### config.mk
export PLATFORM = sky130hd
export DESIGN_NAME = serial_adder
export DESIGN_NICKNAME = d
export VERILOG_FILES = /design/src/rtl/serial_adder.sv
export SDC_FILE = /design/constraint.sdc
export NUM_CORES = 1
export LEC_CHECK = 0
export CAP_MARGIN = 0
export CORE_ASPECT_RATIO = 0.5
export CORE_MARGIN = 2
export CORE_UTILIZATION = 48
export DETAILED_ROUTE_END_ITERATION = 7
export PLACE_DENSITY = 0.86
export SETUP_SLACK_MARGIN = 0.4
export SKIP_CTS_REPAIR_TIMING = 1
export SLEW_MARGIN = 25
export SYNTH_ARGS = -nofsm -noshare
export SYNTH_HDL_FRONTEND = slang
export SYNTH_SLANG_ARGS = --single-unit
### constraint.sdc
create_clock -name clk -period 2.2 [get_ports clk]
set_input_delay 0.66 -clock clk [delete_from_list [all_inputs] [get_ports clk]]
set_output_delay 0.66 -clock clk [all_outputs]
set_load 0.01 [all_outputs]
### src/rtl/serial_adder.sv
// serial_adder: digit-serial adder adding DIGIT bits per clock behind valid/ready handshakes.
// Ports: clk; rstn (synchronous, active-low); in_valid/in_ready with operands a, b, c_in
// (and sub when SERIAL_ADDER_SUB_MODE_EN is defined); out_valid/out_ready with result sum, c_out.
// Optional feature: define SERIAL_ADDER_SUB_MODE_EN to add the sub port (sum = a - b - c_in,
// c_out = 1 meaning no borrow). Without it the block is an adder only.
module serial_adder #(
  parameter int WIDTH = 8,
  parameter int DIGIT = 1
) (
  input  logic             clk,
  input  logic             rstn,
  input  logic             in_valid,
  output logic             in_ready,
  input  logic [WIDTH-1:0] a,
  input  logic [WIDTH-1:0] b,
  input  logic             c_in,
`ifdef SERIAL_ADDER_SUB_MODE_EN
  input  logic             sub,
`endif
  output logic             out_valid,
  input  logic             out_ready,
  output logic [WIDTH-1:0] sum,
  output logic             c_out
);
  localparam int N = WIDTH / DIGIT;
  localparam int CW = N > 1 ? $clog2(N) : 1;
  if (WIDTH < 2 || DIGIT < 1 || WIDTH % DIGIT != 0) begin : g_bad_cfg
    $error("serial_adder: WIDTH must be >= 2 and a multiple of DIGIT");
  end
  typedef enum logic [1:0] {IDLE, RUN, DONE} state_t;
  state_t state, nxt;
  logic [WIDTH-1:0] a_sh, b_sh;
  logic carry, inv, last;
  logic [CW-1:0] cnt;
  logic [DIGIT:0] d;
`ifdef SERIAL_ADDER_SUB_MODE_EN
  assign inv = sub;
`else
  assign inv = 1'b0;
`endif
  assign in_ready = state == IDLE;
  assign out_valid = state == DONE;
  assign last = cnt == CW'(N - 1);
  assign d = {1'b0, a_sh[DIGIT-1:0]} + {1'b0, b_sh[DIGIT-1:0]} + (DIGIT+1)'(carry);
  always_comb begin
    nxt = state == IDLE ? (in_valid ? RUN : IDLE) :
          state == RUN  ? (last ? DONE : RUN) :
                          (out_ready ? IDLE : DONE);
  end
  always_ff @(posedge clk) state <= !rstn ? IDLE : nxt;
  // Subtraction is a + ~b + !c_in, so B and the carry are conditioned once at capture
  // and the per-digit datapath stays a plain adder.
  always_ff @(posedge clk) begin
    if (!rstn) begin
      cnt <= '0;
      sum <= '0;
      c_out <= 1'b0;
    end else if (in_valid && in_ready) begin
      a_sh <= a;
      b_sh <= inv ? ~b : b;
      carry <= c_in ^ inv;
      cnt <= '0;
    end else if (state == RUN) begin
      a_sh <= a_sh >> DIGIT;
      b_sh <= b_sh >> DIGIT;
      carry <= d[DIGIT];
      sum <= WIDTH'({d[DIGIT-1:0], sum} >> DIGIT);
      cnt <= cnt + CW'(1);
      if (last) c_out <= d[DIGIT];
    end
  end
endmodule

; ---- Word level (Yosys, flattened, before mapping)
; Cells that the tools add are included.
[word_totals]
register_bits = 31
latchBits = 0
ramBits = 0
romBits = 0
output_inout_bits = 11
elab_cells = 33
n_memories = 0
[op_classes]
add_sub_neg = 3
n_mul = 0
div = 0
order_cmp = 0
n_eq_ne = 3
shift = 0
mux = 11
n_bitwise = 2
n_reduce_logical = 7
[ops]
columns = op, count
row1 = 8-bit two-way mux, 4
row2 = 2-bit two-way mux, 4
row3 = 2-bit AND reduction, 2
row4 = "3-bit by 1-bit adder with 3-bit output, second input constant", 1
row5 = "3-bit equality test, second input constant", 1
row6 = 1-bit two-way mux, 3
row7 = 3-bit AND reduction, 1
row8 = 1-bit by 1-bit adder with 2-bit output, 1
row9 = 2-bit by 1-bit adder with 2-bit output, 1
row10 = "2-bit by 1-bit equality test with 1-bit output, second input constant", 1
row11 = "2-bit equality test, second input constant", 1
row12 = 2-bit logical NOT, 1
row13 = 1-bit inverter, 2
row14 = 2-bit nonzero test, 1
row15 = 2-bit OR reduction, 1
row16 = 1-bit logical AND, 1

; ---- Logic depth before layout (Yosys ltp)
; Gate-level depths: netlist of the first run.
[depth]
depth_word = 4
depth_mapped = 4

; ---- Least setup slack after synthesis of the first run
; No wires, ideal clock.
[synth_timing]
path_type = input -> register
start = input port rstn
end = register a_sh[0] (enable)
arrival_time_ns = 1.461
required_time_ns = 1.810
path_slack_ns = 0.349
cell_stages = 2
n_path_buf = 0
cell_sequence = nand2b_1 > nor2_1
[synth_between]
elab_chain_len = 1
[synth_lines]
columns = item, line_no
row1 = "start, declared", 11  ; input logic rstn,
row2 = 2-bit AND reduction (no line), --
row3 = "end signal, assigned", 64  ; a_sh <= a_sh >> DIGIT;
row4 = "end, declared", 32  ; logic [WIDTH-1:0] a_sh, b_sh;
; Every way passes these cells.
; A chain may end at the register's enable or synchronous reset.

; ---- Worst setup path after layout of the first run
[layout_timing]
start = register state[1]
end = output port out_valid
[layout_between]
elab_chain_len = 1
[layout_lines]
columns = item, line_no
row1 = "start, declared", 31  ; state_t state, nxt;
row2 = "start signal, assigned", 50  ; always_ff @(posedge clk) state <= !rstn ? IDLE : nxt;
row3 = 2-bit equality test, 42  ; assign out_valid = state == DONE;
row4 = "end, declared", 20  ; output logic out_valid,
; Every way passes these cells.

==> summary.txt, run 1 <==
Routing
  – Post-route ant nets: 0
  – Total number of vias: 866
  – DRT iter0 DRCs: 31
  – Drt pass-1 iters: 4
  – Via density: 4.78
  – Post-route DRC: 0
  – DR WL/cell: 12.0 um
  – Drt total wl: 2.18 mm

CTS
  – TritonCTS Buffers: 5
  – CTS H-tree lvls: 2
  – Clock Sinks: 31
  – Clk_lat worst skew: 0.27 ns
  – Maximum clock path buffer count: 2
  – CTS tree: built
  – CTS root buf: clkbuf_8
  – CTS clk-pin slew, worst paths: around 0.060 ns

Die
  – Num rows: 13
  – Die width: between 70 and 80 um
  – Die Y-Extent: 41.4 um
  – Die ar.: 0.00326 mm^2
  – Initial Util: 0.512
  – CORE AREA: 0.00262 mm^2
  – Num ports: 32

Critical path
  – CP max stage cell: dfxtp_4
  – CP max FO: 8
  – Slowest stage delay, CP: just under 0.4 ns
  – Critical Path Source Type: flip-flop
  – CP required: approximately 1.5 ns
  – CP Class: reg2out
  – Worst endpoint data arrival time: 0.96 ns
  – Crit-path cells: nor2b_1 > dlymetal6s2s_1
  – Crit end category: output port

Status
  – Status: finished, final reports clean

STA
  – Final setup viols: 0
  – Final worst setup slack: 0.578 ns
  – RSZ-0062 raised after global routing: no
  – Tcrit/Tclk final: 0.737
  – Period minus WS final: 1.62 ns
  – Fin. Hold Viols: 0
  – Max frequency: 0.616 GHz
  – Slew @ Worst Pin: 0.756 ns
  – WHS: 0.458 ns
  – Setup Skew: 0.00287 ns
  – Slew Limit Fails: 0
  – Worst slew margin: 0.495
  – TNS Setup: 0 ns

Synthesis
  – Post-Syn Nets: 129
  – Ranking of synthesized cells by area: edfxtp_1 (38%), dfxtp_1 (21%), mux2_4 (9.0%)
  – Asr flop ratio synth: 0
  – Count of warnings emitted by yosys: 0
  – Synth Flop Type: edfxtp_1
  – Top cell type's share of synthesized area: 0.381
  – Mapped Area: 0.00134 mm^2
  – Synth cell count leaders: nand2_1 (21), edfxtp_1 (17), dfxtp_1 (14)
  – Synth cell types: 22
  – Yosys reg bits: 31
  – Syn Inst Count: around 110
  – Post-synth top area cell: edfxtp_1
  – Syn_area_per_cell: 12.8 um^2
  – Post-synth EDFFs: 17
  – Most frequent cell after synthesis: nand2_1
  – Post-synthesis sequential area ratio: 0.590

Global routing
  – GRT Overall Usage: 0.150
  – Gr ovfl total: 0
  – Initial antenna violation count: 0
  – Vias in the first global route: 725
  – Global-route wire length before repair: ~3.3 mm
  – Largest net degree at the start of global routing: 18

Worst hold path
  – HP Class: reg2reg

Pwr
  – PwrDens: between 600 and 700 mW/mm^2
  – Max VDD drop: 438 uV
  – Leakage: 0.872 nW

Cells and area
  – Fill count: roughly 200
  – Layout cells sized above 1: 0.201
  – Nets@finish: 167
  – Antenna Cells: 0
  – Area Overhead vs Synth: 38.9%

Place
  – GPL Wtd Cong: about 0.72
  – Dpl hpwl: about 1.5 mm
  – Setup WS pre-CTS: 0.0680 ns
  – Port-buffer cells: 31

Run
  – MaxCap Viol Count: 0
[state kept, by name, indices dropped and copies added, names as in the netlist]
signal,count
a_sh,8
b_sh,8
sum,8
cnt,3
state,2
c_out,1
carry,1
[layer usage]
layer,track usage,vias to the layer above,part of all wire
met4,0.118,0,0.021
met3,0.0582,5,0.061
met2,0.248,26,0.46
met1,0.167,397,0.46
met5,0,-,0
li1,-,438,-
[critical path: cells and delay by family, from the launching register on]
family / cells / cell delay (ns)
buf+inv: 1 / 0.16
simple gates: 1 / 0.13
flops: 1 / 0.39
[report_power, final]
part / switching (W) / leakage [nW] / total, W / internal, W
Combinational: 0.0000597 / 0.553 / 0.000165 / 0.000105
Sequential: 0.0000135 / 0.276 / 0.000661 / 0.000647
Clock: 0.000196 / 0.0422 / 0.000418 / 0.000221
[cells by family (layout without fill, tap and decap cells)]
kind of cell               Yosys count  in the layout  share of synthesized area
adders and majority gates            3              3                     0.0336
DFF                                 31             31                      0.590
and+or+nand+nor                     37             37                      0.133
AOI/OAI and AO/OA                   14             14                     0.0690
buffers and inverters                4             43                     0.0187
muxes                               16             16                      0.156
[cell type report]
class	count	area [um^2]	area share
Clock inverter	1	5.00	0.00269
Timing Repair Buffer	35	413	0.222
Multi-Input combinational cell	70	528	0.283
Clock buffer	7	76.3	0.0410
Tap cell	37	46.3	0.0248
Sequential cell	31	795	0.426
[layout by cell type (no fill, tap or decap), drive strengths merged, types with 3 or more instances in the layout]
cell           count
nand2             21
clkdlybuf4s50     19
edfxtp            17
mux2              15
dfxtp             14
dlymetal6s2s      12
a21boi             9
clkbuf             8
nand2b             5
nor2               5
o21ai              3
buf                3
[worst paths after layout]
kind	depth (start not counted)	endpoint	start	slack [ns]
setup / recovery	2	out_valid	state[1]	0.58
hold / removal	2	c_out	c_out	0.46
setup reg to reg	3	c_out	state[0]	0.65
hold reg to reg	2	c_out	c_out	0.46
[metrics by stage]
stage / std cells / area, um^2 / power (W) / utilization
finish: 181 / 1860 / 0.00124 / 0.711
global route: 181 / 1860 / 0.00130 / 0.711
CTS: 180 / 1800 / 0.00126 / 0.689
detailed placement: 172 / 1720 / 0.000834 / 0.658
global placement: 172 / 1720 / 0.000829 / 0.658
floorplan: 105 / 1340 / 0.000763 / -
(Power assumes the default switching activity.)
==> run 2, diff against run 1 <==
--- a/config.mk
+++ b/config.mk
@@ -8,9 +8,9 @@
 export CAP_MARGIN = 0
 export CORE_ASPECT_RATIO = 0.5
 export CORE_MARGIN = 2
-export CORE_UTILIZATION = 48
+export CORE_UTILIZATION = 43
 export DETAILED_ROUTE_END_ITERATION = 7
-export PLACE_DENSITY = 0.86
+export PLACE_DENSITY = 0.81
 export SETUP_SLACK_MARGIN = 0.4
 export SKIP_CTS_REPAIR_TIMING = 1
 export SLEW_MARGIN = 25
==> constraint.sdc (replaced) <==
create_clock -name clk -period 1.4 [get_ports clk]
set_input_delay 0.42 -clock clk [delete_from_list [all_inputs] [get_ports clk]]
set_output_delay 0.42 -clock clk [all_outputs]
set_load 0.01 [all_outputs]
==> summary.txt, run 2 (same netlist as run 1, synthesis figures left out) <==
CTS
  – CTS H-tree lvls: 2
  – Clock Sinks: 31
  – CTS root buf: clkbuf_8
  – CTS tree: built
  – Clk_lat worst skew: 0.28 ns
  – CTS clk-pin slew, worst paths: 0.07 ns
  – Maximum clock path buffer count: 2
  – TritonCTS Buffers: 5

Pwr
  – Leakage: 0.832 nW
  – Total Power: 0.00205 W
  – PwrDens: 979 mW/mm^2
  – Max VDD drop: 633 uV

Cells and area
  – Antenna Cells: 0
  – Final Util: 0.700
  – Area Overhead vs Synth: 56.3%
  – Commonest cells after routing, fill and taps aside: nand2_1 (20), clkdlybuf4s50_1 (18), edfxtp_1 (17)
  – Commonest non-fill, non-tap cell in the layout: nand2_1
  – Biggest registers after layout: a_sh (8), b_sh (8), sum (8)
  – Nets@finish: ~180
  – Layout cells sized above 1: 0.494

STA
  – Final worst setup slack: -0.00826 ns
  – Max frequency: around 0.7 GHz
  – Period minus WS final: 1.41 ns
  – Fin. Hold Viols: 0
  – Slew Limit Fails: 0
  – Worst slew margin: 0.816
  – Setup Skew: 0.00588 ns
  – Slew @ Worst Pin: 0.275 ns
  – Final setup viols: 11
  – Tcrit/Tclk final: 1.01
  – RSZ-0062 raised after global routing: yes
  – WHS: between 0.4 and 0.5 ns

Routing
  – DRT iter0 DRCs: 19
  – Total number of vias: 940
  – Drt total wl: 2.73 mm
  – Post-route ant nets: 0
  – Via density: 4.70
  – DR WL/cell: 13.7 um
  – Drt pass-1 iters: 4
  – Post-route DRC: 0

Critical path
  – Worst endpoint data arrival time: 1.44 ns
  – Crit end category: flip-flop
  – CP required: around 1.4 ns
  – CP Class: reg2reg
  – Critical Path Source Type: flip-flop
  – CP max FO: 8

Place
  – Dpl hpwl: 1.67 mm
  – Port-buffer cells: 31
  – GPL Wtd Cong: ~0.67

Status
  – Failing checks: setup timing
  – Status: finished with violations

Die
  – Die ar.: 0.00361 mm^2
  – CORE AREA: 0.00300 mm^2
  – Num ports: 32
  – Die Y-Extent: 43.5 um
  – Die width: 83.0 um
  – Initial Util: 0.448
  – Num rows: 14

Global routing
  – Vias in the first global route: 858
  – Global-route wire length before repair: 3.93 mm
  – GRT Overall Usage: 0.153
  – Largest net degree at the start of global routing: 18
  – Initial antenna violation count: 0
  – Gr ovfl total: 0

Worst hold path
  – HP Class: reg2reg

Run
  – MaxCap Viol Count: 0
[run 2: path summary, 6_finish.rpt]
kind                                from       to  slack (ns)  cells after the start
worst max-delay path            state[0]  a_sh[3]      -0.008                      4
worst min-delay path              sum[0]   sum[0]        0.46                      2
worst max register to register  state[0]  a_sh[3]      -0.008                      4
worst min register to register    sum[0]   sum[0]        0.46                      2
[run 2: worst max-delay path, cell delays in order (launching register included)]
cell and delay (ns):
dfxtp_2 0.34, nand2b_4 0.15, nor2_4 0.18, clkbuf_16 0.19, mux2_4 0.29
[run 2: metrics by stage]
step	setup slack (ns)	cells	cell area (um^2)	TNS, ns
finish	-0.00826	200	2100	-0.0404
global route	-0.0414	200	2100	-0.430
CTS	-0.380	187	1850	-5.24
detailed placement	-0.525	179	1770	-12.38
global placement	-0.477	179	1770	-11.14
floorplan	0.0210	105	1360	0
[run 2: final cells by class]
class,count,area (um^2)
flip-flops and latches,31,806
multi-input cells,70,604
repair buffers,51,556
well taps,40,50.0
clock buffers,7,76.3
clock inverters,1,5.00
fillers,217,898
[run 2: metal layers]
layer / global-route usage / up-vias / wire length, um
li1: - / 472 / -
met1: 0.171 / 434 / 1190
met2: 0.234 / 26 / 1320
met3: 0.0952 / 8 / 159
met4: 0.0787 / 0 / 63
met5: 0 / - / 0
[run 2: power by group]
group	internal (W)	leakage, nW	total, W	switching, W
logic	0.000217	0.509	0.000336	0.000119
clock network	0.000348	0.0422	0.000673	0.000325
registers	0.00102	0.281	0.00104	0.0000227
==> run 3, diff against run 2 <==
--- a/config.mk
+++ b/config.mk
@@ -7,7 +7,7 @@
 export LEC_CHECK = 0
 export CAP_MARGIN = 0
 export CORE_ASPECT_RATIO = 0.5
-export CORE_MARGIN = 2
+export CORE_MARGIN = 5
 export CORE_UTILIZATION = 43
 export DETAILED_ROUTE_END_ITERATION = 7
 export PLACE_DENSITY = 0.81
==> summary.txt, run 3 (same netlist as run 1, synthesis figures left out) <==
Global routing
  – Largest net degree at the start of global routing: 18
  – GRT Overall Usage: 0.126
  – Initial antenna violation count: 0
  – Global-route wire length before repair: approximately 4.0 mm
  – Gr ovfl total: 0
  – Vias in the first global route: 825

Critical path
  – CP Class: reg2reg
  – CP max stage cell: dfxtp_2
  – Reg2Reg Launch Point: state[0]
  – R2R Path End: a_sh[5]
  – CP max FO: 8
  – Beginning of the critical path: state[0]
  – Crit end category: flip-flop
  – CP required: 1.42 ns
  – Worst endpoint data arrival time: roughly 1.4 ns
  – Slowest stage delay, CP: 0.33 ns
  – Critical Path Source Type: flip-flop
  – End point of the critical path: a_sh[5]
  – R2R depth: 4
  – Crit-path cells: nand2b_4 > nor2_4 > clkbuf_16 > mux2_4
  – Flop2flop setup slack: ~0.0075 ns

Die
  – Num ports: 32
  – Num rows: 14
  – Die Y-Extent: 49.5 um
  – CORE AREA: 0.00300 mm^2
  – Die ar.: 0.00440 mm^2
  – Initial Util: 0.448
  – Die width: 89.0 um

STA
  – Max frequency: around 0.72 GHz
  – Fin. Hold Viols: 0
  – Worst slew margin: 0.829
  – Setup Skew: roughly 0.0094 ns
  – Tcrit/Tclk final: 0.995
  – Slew Limit Fails: 0
  – Slew @ Worst Pin: 0.255 ns
  – WHS: around 0.47 ns
  – TNS Setup: 0 ns
  – Final setup viols: 0
  – RSZ-0062 raised after global routing: yes
  – Period minus WS final: 1.39 ns

Worst hold path
  – HP Class: reg2reg

Cells and area
  – Commonest non-fill, non-tap cell in the layout: nand2_1
  – Area Overhead vs Synth: 57.8%
  – Layout cells sized above 1: 0.494
  – Commonest cells after routing, fill and taps aside: nand2_1 (19), clkdlybuf4s50_1 (18), edfxtp_1 (17)
  – Nets@finish: between 150 and 200
  – Antenna Cells: 0
  – Biggest registers after layout: a_sh (8), b_sh (8), sum (8)

Pwr
  – PwrDens: 970 mW/mm^2
  – P_sw: 0.000468 W
  – Int Pwr: between 0.0015 and 0.002 W
  – Leakage: around 0.86 nW
  – Clock share of power: 0.321
  – Max VDD drop: approximately 570 uV
  – Switch share: 0.228
  – Combinational power share: 0.171
  – Flop pwr share: 0.508

Place
  – Dpl hpwl: 1.73 mm
  – Port-buffer cells: 31
  – GPL Wtd Cong: around 0.75

Routing
  – DRT iter0 DRCs: 26
  – Post-route ant nets: 0
  – Via density: approximately 4.8
  – Drt total wl: 3.02 mm
  – DR WL/cell: 15.3 um
  – Total number of vias: 960
  – Post-route DRC: 0
  – Drt pass-1 iters: 4

CTS
  – CTS H-tree lvls: 2
  – Clock Sinks: 31
  – CTS root buf: clkbuf_8
  – TritonCTS Buffers: 5
  – CTS clk-pin slew, worst paths: 0.07 ns
  – Clk_lat worst skew: roughly 0.28 ns
  – Maximum clock path buffer count: 2
  – CTS tree: built

Status
  – Status: finished, final reports clean

Run
  – MaxCap Viol Count: 0
[run 3: power by group through the flow]
| stage | Clock, W | Sequential [W] | Combinational, W |
|---|---|---|---|
| 2_1_floorplan | 0 | 0.00106 | 0.000147 |
| 3_3_place_gp | 0 | 0.00106 | 0.000262 |
| 3_5_place_dp | 0 | 0.00106 | 0.000269 |
| 4_1_cts | 0.000672 | 0.00104 | 0.000271 |
| 5_1_grt | 0.000726 | 0.00105 | 0.000376 |
| 6_report | 0.000659 | 0.00104 | 0.000350 |
[run 3: per-stage QoR]
step / power [W] / setup WS, ns / instances / area (um^2) / util
6_report: 0.00205 / 0.00745 / 198 / 2120 / 0.707
5_1_grt: 0.00215 / -0.0365 / 198 / 2120 / 0.707
4_1_cts: 0.00198 / -0.353 / 187 / 1850 / 0.619
3_5_place_dp: 0.00133 / -0.496 / 179 / 1770 / 0.592
3_3_place_gp: 0.00132 / -0.477 / 179 / 1770 / 0.592
2_1_floorplan: 0.00120 / 0.0210 / 105 / 1360 / -
[run 3: how the worst min path moves through the flow]
stage                       from  cells past startpoint  endpoint
final                     sum[6]                      2    sum[6]
after global routing      sum[2]                      2    sum[2]
after CTS                 cnt[0]                      1    cnt[0]
after detailed placement  cnt[0]                      1    cnt[0]
after global placement    cnt[0]                      1    cnt[0]
after floorplan           cnt[0]                      1    cnt[0]
[run 3: final cells by class]
class | instances | area [um^2]
clock buffers | 6 | 72.6
repair buffers | 49 | 541
flip-flops and latches | 31 | 808
clock inverters | 2 | 7.51
multi-input cells | 70 | 638
fillers | 224 | 878
well taps | 40 | 50.0
[run 3: per-layer routing]
metal	global-route usage	wire, um	up-vias
met5	0	0	-
met1	0.147	1240	459
met2	0.195	1570	23
met3	0.0616	180	5
met4	0.0594	39	0
li1	-	-	473
[run 3: worst max-delay path: cells and delay by family, from the launching register on]
kind,cells,cell delay (ns)
flops,1,0.33
simple gates,2,0.33
mux,1,0.29
buf+inv,1,0.19
